==> config.mk <==
export PLATFORM = sky130hd
export DESIGN_NAME = serial_frame_tx
export DESIGN_NICKNAME = d
export VERILOG_FILES = /design/src/rtl/serial_tx_pkg.sv /design/src/rtl/baud_tick_counter.sv /design/src/rtl/serial_frame_tx.sv
export SDC_FILE = /design/constraint.sdc
export NUM_CORES = 1
export LEC_CHECK = 0
export BUFFER_PORTS_ARGS = -buffer_cell sky130_fd_sc_hd__buf_2
export CORE_MARGIN = 1
export CORE_UTILIZATION = 35
export CTS_CLUSTER_DIAMETER = 40
export DETAILED_ROUTE_END_ITERATION = 10
export HOLD_SLACK_MARGIN = 0.15
export SYNTH_ARGS = -nofsm -noshare
export SYNTH_HDL_FRONTEND = slang
export SYNTH_SLANG_ARGS = --single-unit
==> constraint.sdc <==
create_clock -name clk -period 2.32 [get_ports clk]
set_clock_uncertainty 0.2 [all_clocks]
set_input_delay 0 -clock clk [delete_from_list [all_inputs] [get_ports clk]]
set_output_delay 0 -clock clk [all_outputs]
set_load 0.1 [all_outputs]
==> src/rtl/serial_tx_pkg.sv <==
// rtl/serial_tx_pkg.sv - shared types and constants for serial_frame_tx
// Contents: FSM state enum, its encoding constants, legal parameter ranges.
// Optional feature macro: SERIAL_FRAME_TX_PARITY_EN (adds the PARITY state).
package serial_tx_pkg;

    localparam int DATA_W_MIN       = 5;
    localparam int DATA_W_MAX       = 9;
    localparam int STOP_BITS_MIN    = 1;
    localparam int STOP_BITS_MAX    = 2;
    localparam int CLKS_PER_BIT_MIN = 2;
    localparam int CLKS_PER_BIT_MAX = 65535;

    localparam logic [2:0] ENC_IDLE   = 3'd0;
    localparam logic [2:0] ENC_START  = 3'd1;
    localparam logic [2:0] ENC_DATA   = 3'd2;
    localparam logic [2:0] ENC_PARITY = 3'd3;
    localparam logic [2:0] ENC_STOP   = 3'd4;

    typedef enum logic [2:0] {
        ST_IDLE   = ENC_IDLE,
        ST_START  = ENC_START,
        ST_DATA   = ENC_DATA,
`ifdef SERIAL_FRAME_TX_PARITY_EN
        ST_PARITY = ENC_PARITY,
`endif
        ST_STOP   = ENC_STOP
    } state_e;

endpackage

==> src/rtl/baud_tick_counter.sv <==
// rtl/baud_tick_counter.sv - per-bit cycle counter producing a tick on the last cycle of a bit
// Ports: clk, rst (sync active-high), clear (hold count at 0), tick (last cycle of a bit).
module baud_tick_counter #(
    parameter int CLKS_PER_BIT = 16
) (
    input  logic clk,
    input  logic rst,
    input  logic clear,
    output logic tick
);

    localparam int                CNT_W = $clog2(CLKS_PER_BIT * 2);
    localparam logic [CNT_W-1:0]  LAST  = CNT_W'(CLKS_PER_BIT - 1);

    logic [CNT_W-1:0] r_cnt;

    // Count wraps to 0 on tick, so every bit boundary (and therefore every
    // state change driven by tick) starts the next bit from zero.
    always_ff @(posedge clk) begin
        if (rst || clear || tick) begin
            r_cnt <= '0;
        end else begin
            r_cnt <= r_cnt + 1'b1;
        end
    end

    assign tick = (r_cnt == LAST) & ~clear;

endmodule

==> src/rtl/serial_frame_tx.sv <==
// rtl/serial_frame_tx.sv - idle-high, LSB-first serial frame transmitter
// Ports: clk, rst (sync active-high), data/data_valid/data_ready (accept handshake),
//        op_bit (serial line), idle/start/stop (registered FSM status flags).
// Optional feature macro: SERIAL_FRAME_TX_PARITY_EN (even parity bit after data).
module serial_frame_tx
    import serial_tx_pkg::*;
#(
    parameter int DATA_W       = 8,
    parameter int CLKS_PER_BIT = 16,
    parameter int STOP_BITS    = 1
) (
    input  logic              clk,
    input  logic              rst,
    input  logic [DATA_W-1:0] data,
    input  logic              data_valid,
    output logic              data_ready,
    output logic              op_bit,
    output logic              idle,
    output logic              start,
    output logic              stop
);

    if (DATA_W < DATA_W_MIN || DATA_W > DATA_W_MAX) begin : g_bad_data_w
        $error("serial_frame_tx: DATA_W out of range");
    end
    if (CLKS_PER_BIT < CLKS_PER_BIT_MIN || CLKS_PER_BIT > CLKS_PER_BIT_MAX) begin : g_bad_cpb
        $error("serial_frame_tx: CLKS_PER_BIT out of range");
    end
    if (STOP_BITS < STOP_BITS_MIN || STOP_BITS > STOP_BITS_MAX) begin : g_bad_stop
        $error("serial_frame_tx: STOP_BITS out of range");
    end

    localparam int               IDX_W         = $clog2(DATA_W);
    localparam logic [IDX_W-1:0] LAST_DATA_IDX = IDX_W'(DATA_W - 1);
    localparam logic [IDX_W-1:0] LAST_STOP_IDX = IDX_W'(STOP_BITS - 1);

    state_e            r_state;
    logic [DATA_W-1:0] r_shift;
    logic [IDX_W-1:0]  r_bit_idx;
`ifdef SERIAL_FRAME_TX_PARITY_EN
    logic              r_parity;
`endif

    logic w_tick;
    logic w_accept;
    logic w_clear;

    assign data_ready = (r_state == ST_IDLE) & ~rst;
    assign w_accept   = data_valid & data_ready;
    // Counter is parked at zero while idle so the start bit gets a full period.
    assign w_clear    = (r_state == ST_IDLE);

    baud_tick_counter #(
        .CLKS_PER_BIT (CLKS_PER_BIT)
    ) u_baud (
        .clk   (clk),
        .rst   (rst),
        .clear (w_clear),
        .tick  (w_tick)
    );

    // Outputs are computed one cycle ahead of the state they describe so that
    // op_bit and the flags change exactly on bit boundaries with no decode glitches.
    always_ff @(posedge clk) begin
        if (rst) begin
            r_state   <= ST_IDLE;
            r_shift   <= '0;
            r_bit_idx <= '0;
            op_bit    <= 1'b1;
            idle      <= 1'b1;
            start     <= 1'b0;
            stop      <= 1'b0;
`ifdef SERIAL_FRAME_TX_PARITY_EN
            r_parity  <= 1'b0;
`endif
        end else begin
            case (r_state)
                ST_IDLE: begin
                    if (w_accept) begin
                        r_state <= ST_START;
                        r_shift <= data;
`ifdef SERIAL_FRAME_TX_PARITY_EN
                        r_parity <= ^data;
`endif
                        op_bit  <= 1'b0;
                        idle    <= 1'b0;
                        start   <= 1'b1;
                    end
                end
                ST_START: begin
                    if (w_tick) begin
                        r_state   <= ST_DATA;
                        r_bit_idx <= '0;
                        op_bit    <= r_shift[0];
                        r_shift   <= {1'b0, r_shift[DATA_W-1:1]};
                        start     <= 1'b0;
                    end
                end
                ST_DATA: begin
                    if (w_tick) begin
                        if (r_bit_idx == LAST_DATA_IDX) begin
                            r_bit_idx <= '0;
`ifdef SERIAL_FRAME_TX_PARITY_EN
                            r_state   <= ST_PARITY;
                            op_bit    <= r_parity;
`else
                            r_state   <= ST_STOP;
                            op_bit    <= 1'b1;
                            stop      <= 1'b1;
`endif
                        end else begin
                            r_bit_idx <= r_bit_idx + 1'b1;
                            op_bit    <= r_shift[0];
                            r_shift   <= {1'b0, r_shift[DATA_W-1:1]};
                        end
                    end
                end
`ifdef SERIAL_FRAME_TX_PARITY_EN
                ST_PARITY: begin
                    if (w_tick) begin
                        r_state   <= ST_STOP;
                        r_bit_idx <= '0;
                        op_bit    <= 1'b1;
                        stop      <= 1'b1;
                    end
                end
`endif
                ST_STOP: begin
                    // r_bit_idx is reused to count stop bits.
                    if (w_tick) begin
                        if (r_bit_idx == LAST_STOP_IDX) begin
                            r_state   <= ST_IDLE;
                            r_bit_idx <= '0;
                            op_bit    <= 1'b1;
                            idle      <= 1'b1;
                            stop      <= 1'b0;
                        end else begin
                            r_bit_idx <= r_bit_idx + 1'b1;
                        end
                    end
                end
                default: begin
                    r_state <= ST_IDLE;
                    op_bit  <= 1'b1;
                    idle    <= 1'b1;
                    start   <= 1'b0;
                    stop    <= 1'b0;
                end
            endcase
        end
    end

endmodule
==> results of run 1 <==
where the power goes:
group | internal (mW) | leakage, nW | switching (mW)
logic | 0.0761 | 0.440 | 0.121
clock network | 0.120 | 0.0255 | 0.137
registers | 0.415 | 0.188 | 0.0177
total | 0.612 | 0.653 | 0.276
worst max-delay path, stage by stage, from the launching register on:
cell                       delay (ns)
sky130_fd_sc_hd__dfxtp_1         0.33
sky130_fd_sc_hd__ha_1            0.22
sky130_fd_sc_hd__and3_1          0.19
sky130_fd_sc_hd__ha_1            0.20
sky130_fd_sc_hd__buf_4           0.20
sky130_fd_sc_hd__a221oi_1        0.39
sky130_fd_sc_hd__a21oi_1         0.08
sky130_fd_sc_hd__a211oi_1        0.23
per-layer routing:
| metal | track usage (%) | share of wire, % | vias to the layer above |
|---|---|---|---|
| met5 | 0 | 0 | - |
| met4 | 5.83 | 1.6 | 0 |
| met3 | 1.58 | 2.1 | 4 |
| met2 | 25.0 | 47 | 17 |
| met1 | 21.1 | 49 | 553 |
| li1 | - | - | 614 |
cells by family (layout without fill, tap and decap cells):
group	Yosys count	count (layout)
AO/OA/AOI/OAI	47	47
AND/OR/NAND/NOR	46	46
flip-flops	23	23
buffers and inverters	20	45
multiplexers	12	12
adder cells (fa/ha/maj)	5	5
XOR/XNOR	3	3
synthesized netlist by cell type, types with 3 or more instances:
library cell                 n
sky130_fd_sc_hd__dfxtp_1    23
sky130_fd_sc_hd__nor2_1     20
sky130_fd_sc_hd__mux2i_1    12
sky130_fd_sc_hd__inv_1       9
sky130_fd_sc_hd__a21oi_2     8
sky130_fd_sc_hd__a21oi_1     7
sky130_fd_sc_hd__a2bb2oi_1   7
sky130_fd_sc_hd__o311ai_0    6
sky130_fd_sc_hd__ha_1        5
sky130_fd_sc_hd__nand2_1     5
sky130_fd_sc_hd__nand2b_1    4
sky130_fd_sc_hd__nand4_1     4
sky130_fd_sc_hd__o21ai_0     4
sky130_fd_sc_hd__a211oi_1    3
sky130_fd_sc_hd__and3_1      3
sky130_fd_sc_hd__buf_2       3
sky130_fd_sc_hd__clkbuf_1    3
registers in the layout, indices dropped and copies added (netlist names):
signal	count
idle	1
op_bit	1
r_bit_idx	3
r_shift	8
r_state	3
start	1
stop	1
u_baud.r_cnt	5
worst max-delay path by stage:
stage                               startpoint                 endpoint  cells after the start
CTS                 u_baud.r_cnt[0]$_SDFF_PP0_  r_state[1]$_SDFFE_PP0P_                      7
global placement    u_baud.r_cnt[0]$_SDFF_PP0_      op_bit$_SDFFE_PP1P_                      7
finish              u_baud.r_cnt[0]$_SDFF_PP0_  r_state[1]$_SDFFE_PP0P_                      7
detailed placement  u_baud.r_cnt[0]$_SDFF_PP0_  r_state[1]$_SDFFE_PP0P_                      7
global route        u_baud.r_cnt[0]$_SDFF_PP0_  r_state[1]$_SDFFE_PP0P_                      7
floorplan              r_state[2]$_SDFFE_PP0P_  r_shift[7]$_SDFFE_PP0P_                      5
per-stage QoR:
| step | area, µm² | instances | worst slack (ns) | total power, mW | hold WS (ns) |
|---|---|---|---|---|---|
| floorplan | 1390 | 156 | 0.288 | 0.591 | -0.0626 |
| global placement | 1500 | 214 | 0.313 | 0.623 | 0.0418 |
| detailed placement | 1500 | 214 | 0.216 | 0.626 | 0.0576 |
| CTS | 1650 | 229 | 0.188 | 0.894 | 0.266 |
| global route | 1650 | 229 | 0.0686 | 0.930 | 0.279 |
| finish | 1650 | 229 | 0.196 | 0.888 | 0.260 |
area by class of cell:
class / count / area share, %
well taps: 48 / 3.63
repair buffers: 31 / 13.5
multi-input cells: 113 / 50.0
clock buffers: 3 / 2.50
clock inverters: 1 / 0.303
flip-flops and latches: 23 / 27.9
inverters: 10 / 2.27
==> flow_summary.ini, run 1 <==
[cts]
cts.reportedPaths.clkPinSlew_ns = 0.09
cts.sink_count = 23
cts-buffers-inserted = 3
cts_tree = built
post_cts_resized = 0
cts-hold-fix-buffers = 11
clock_latency_ns = 0.27
ctsLongestPathBuffers = 2
cts.htree.levels = 1
ctsRootBufferMaster = sky130_fd_sc_hd__clkbuf_8
cts_setup_buffers = 0

[sta]
setup-violations-final = 0
fmaxAchievable_mhz = 471
final.min_clock_period_ns = 2.12
post-route-period-util_pct = 91.6
timing.max_slew.rel_slack_pct = 62.2
tightestPinTransition_ns = 0.566
rsz0062_at_grt = false
finalHoldViolCount = 0
finalMaxSlewViolations = 0
setup_total_negative_slack_ns = 0

[logic_synthesis]
post_synth_fa_ha_maj_area_fraction_pct = 4.54
synth.ff_latch_count = 23
syn_nets = 172
synth_compound_area_share_pct = 26.6
synth_top_cell_by_area = sky130_fd_sc_hd__dfxtp_1
synth_simple_gate_area_share_pct = 16.8
yosysWarningCount = 0
synth.distinct_cells = 44
synth_top_cell_area_share_pct = 33.4
async_flop_share_pct = 0
number_of_enable_flip_flop_cells_after_synthesis = 0
synth_top_family_by_area = compound AO/OA/AOI/OAI gates
netlist_instances = 156
synth.area.mux_share_pct = 8.72
post_synthesis_share_of_cell_area_spent_on_xor_and_xnor_gates_pct = 2.45
synthesis.area_um2 = 1380
synth.top_cells.by_area = sky130_fd_sc_hd__dfxtp_1, sky130_fd_sc_hd__mux2i_1, sky130_fd_sc_hd__nor2_1
yosysSeqAreaShare_pct = 33.4
synthFlopType = sky130_fd_sc_hd__dfxtp_1
syn-mean-instance-area_um2 = 8.83

[power]
ir_drop_mv = 0.242
p_leak_nw = 0.653
cellPowerDensity_nw_per_um2 = 537

[detailed_routing]
wirelength_um = 2960
drc = 0
antenna_left = 0
first_iter_violations = 40
first_pass_iters = 4
route.detailed.vias_per_inst = 5.19
via_count = 1188
wire_per_inst_um = 12.9

[setup_path]
worst_setup_path_end_kind = flip-flop
r2r_start = u_baud.r_cnt[0]$_SDFF_PP0_
regToRegSetupSlack_ns = 0.20
start_kind = flip-flop
criticalPathCategory = reg2reg
critPathRequiredTime_ns = 2.31
arrival_ns = 2.12
worst-r2r-cell-count = 7
worst-path-max-fanout = 16
r2r_end = r_state[1]$_SDFFE_PP0P_

[global_route]
initial_antenna_violation_count = 0
via_count_of_the_first_global_routing_pass = 1151
overflow = 0
grt_usage_pct = 15.5
grt_max_degree = 17
first_pass_grt_wire_length_um = 5110

[finish]
area_growth_syn_to_layout_pct = 20.0
number_of_diodes = 0
seq_area_um2 = 460
fillers = 382
multi_input_area_um2 = 826
layout.core_utilization_pct = 44.5
layout_cells_sized_above_1_pct = 21.5
mostFrequentLayoutCells = sky130_fd_sc_hd__dfxtp_1, sky130_fd_sc_hd__nor2_1, sky130_fd_sc_hd__buf_2
final_common_cell = sky130_fd_sc_hd__dfxtp_1
design.final.nets = 198

[floorplanning]
i_o_pin_count = 16
start_util_pct = 37.1
placementRows = 22
fp.dieArea_um2 = 4190
floorplan.die.height_um = 64.7
core_region_area_um2 = 3720
chipWidth_um = 64.7

[run]
maxCapViolations = 0

[worst_hold_path]
holdPathStages = 2
hold_path_class = reg2reg
worstHoldStart = start$_SDFFE_PP0P_
holdPathEnd = start$_SDFFE_PP0P_

[placed_design]
detail_placement_hpwl_um = 2100
buffer_ports.inserted = 15
gp_routability_congestion = 0.761

[status]
outcome = completed
Note: power is estimated with default switching activity, not from simulation.
==> run 2: changes to the inputs <==
Settings changed: CAP_MARGIN set to 20, CORE_UTILIZATION 35 to 50, PLACE_DENSITY set to 0.7.
==> run 2 against run 1 <==
Compared with the run above: cell count shrank 7.9%; global-route usage grew 6.6 points; sequential power is essentially flat; maximum frequency grew 0.97%; critical path depth is the same; first-iteration DRC count shrank 45%; clock power shrank 28%.
==> flow_summary.ini, run 2 (synthesized netlist as in run 1, its figures left out) <==
[cts]
cts.reportedPaths.clkPinSlew_ns = 0.12
ctsRootBufferMaster = sky130_fd_sc_hd__clkbuf_4
clock_latency_ns = 0.31
post_cts_resized = 0
ctsLongestPathBuffers = 2
cts_tree = built
cts.htree.levels = 1
cts.sink_count = 23
cts-buffers-inserted = 3

[setup_path]
criticalPathCategory = reg2reg
r2r_end = r_state[1]$_SDFFE_PP0P_
worst_path_largest_cell_delay_ns = 0.39
crit_path_top_delay_cell = sky130_fd_sc_hd__a221oi_1
worst-r2r-cell-count = 7
critical_path.most_common_cell = sky130_fd_sc_hd__ha_1
worst_setup_path_end_kind = flip-flop
regToRegSetupSlack_ns = 0.22
worstPathBufferInverterCount = 1
critical-path-top-delay-family = compound AO/OA/AOI/OAI gates
critPathRequiredTime_ns = 2.35
r2r_start = u_baud.r_cnt[0]$_SDFF_PP0_
arrival_ns = 2.14
worst-path-max-fanout = 8
critical_path_cell_list = ha_1, and3_1, ha_1, buf_4, a221oi_1, a21oi_1, a211oi_1
start_kind = flip-flop

[placed_design]
gp_routability_congestion = 0.864
detail_placement_hpwl_um = 2030
buffer_ports.inserted = 15

[global_route]
via_count_of_the_first_global_routing_pass = 1042
grt_usage_pct = 22.1
first_pass_grt_wire_length_um = 4690
overflow = 0
initial_antenna_violation_count = 0
grt_max_degree = 16

[detailed_routing]
route.detailed.vias_per_inst = 5.86
drc = 0
first_iter_violations = 22
top_signal_layer_used = met3
via_count = 1237
antenna_left = 0
met1Wirelength_um = 1420
wire_per_inst_um = 13.6
first_pass_iters = 4
routed-wl-met2_um = 1350
wirelength_um = 2880
route.met3.wl_um = 108

[finish]
number_of_diodes = 0
reg.largest.list = r_shift (8), u_baud.r_cnt (5)
layout_cells_sized_above_1_pct = 21.0
largest_register = r_shift
design.final.nets = 198
area_growth_syn_to_layout_pct = 16.9
mostFrequentLayoutCells = sky130_fd_sc_hd__dfxtp_1, sky130_fd_sc_hd__nor2_1, sky130_fd_sc_hd__buf_2
largest_reg_flops = 8
final_common_cell = sky130_fd_sc_hd__dfxtp_1

[floorplanning]
floorplan.die.height_um = 54.5
i_o_pin_count = 16
start_util_pct = 54.1
fp.dieArea_um2 = 2970
chipWidth_um = 54.5
core_region_area_um2 = 2540
placementRows = 18

[sta]
finalMaxSlewViolations = 0
setup-violations-final = 0
tightestPinTransition_ns = 0.510
setup_total_negative_slack_ns = 0
final.min_clock_period_ns = 2.10
fmaxAchievable_mhz = 475
rsz0062_at_grt = false
timing.max_slew.rel_slack_pct = 65.9
post-route-period-util_pct = 90.7
finalHoldViolCount = 0

[power]
ir_drop_mv = 0.431
power.total_uw = 812
p_leak_nw = 0.643
cellPowerDensity_nw_per_um2 = 504

[worst_hold_path]
hold_path_class = reg2reg
holdPathStages = 1
worstHoldStart = u_baud.r_cnt[0]$_SDFF_PP0_
holdPathEnd = u_baud.r_cnt[0]$_SDFF_PP0_

[status]
outcome = completed

[run]
maxCapViolations = 0
[run 2: cell count changes in the layout (fill, tap and decap cells not counted), sizes merged]
cell	change
clkbuf	+1
clkinv	-1
[run 2: layout make-up]
| type | count | area (µm²) |
|---|---|---|
| Tap cell | 30 | 37.5 |
| Clock buffer | 4 | 26.3 |
| Fill cell | 237 | 935 |
| Multi-Input combinational cell | 113 | 826 |
| Timing Repair Buffer | 31 | 223 |
| Inverter | 10 | 37.5 |
| Sequential cell | 23 | 460 |
[run 2: per-stage QoR]
step           cells  instance area [µm²]  util (%)  hold WS, ns  setup WS [ns]
6_report         211                 1610      63.3        0.264          0.216
5_1_grt          211                 1610      63.3        0.286          0.105
4_1_cts          211                 1610      63.3        0.267          0.208
3_5_place_dp     196                 1470      57.9       0.0424          0.244
3_3_place_gp     196                 1470      57.9       0.0447          0.312
2_1_floorplan    156                 1390         -      -0.0626          0.288
[run 2: routing by layer]
metal	track usage, %	vias to the layer above
li1	-	619
met1	29.3	591
met2	36.6	27
met3	5.83	0
met4	2.56	0
met5	0	-
[run 2: what timing repair did]
| item | CTS | global route |
|---|---|---|
| hold endpoints to repair | 15 | 0 |
| hold buffers | 11 | 0 |
| buffers inserted | 0 | 0 |
[run 2: worst max-delay path by stage]
stage                                          start                 endpoint  slack (ns)  cells after the start
after floorplan              r_state[2]$_SDFFE_PP0P_  r_shift[7]$_SDFFE_PP0P_        0.29                      5
after global placement    u_baud.r_cnt[0]$_SDFF_PP0_  r_state[1]$_SDFFE_PP0P_        0.31                      7
after detailed placement  u_baud.r_cnt[0]$_SDFF_PP0_  r_state[1]$_SDFFE_PP0P_        0.24                      7
after CTS                 u_baud.r_cnt[0]$_SDFF_PP0_  r_state[1]$_SDFFE_PP0P_        0.21                      7
after global routing      u_baud.r_cnt[0]$_SDFF_PP0_  r_state[1]$_SDFFE_PP0P_        0.11                      7
final                     u_baud.r_cnt[0]$_SDFF_PP0_  r_state[1]$_SDFFE_PP0P_        0.22                      7
[run 2: power by group]
part / switching [mW] / leakage (nW) / internal [mW]
clock network: 0.117 / 0.0150 / 0.0671
registers: 0.0202 / 0.188 / 0.416
logic: 0.117 / 0.440 / 0.0746
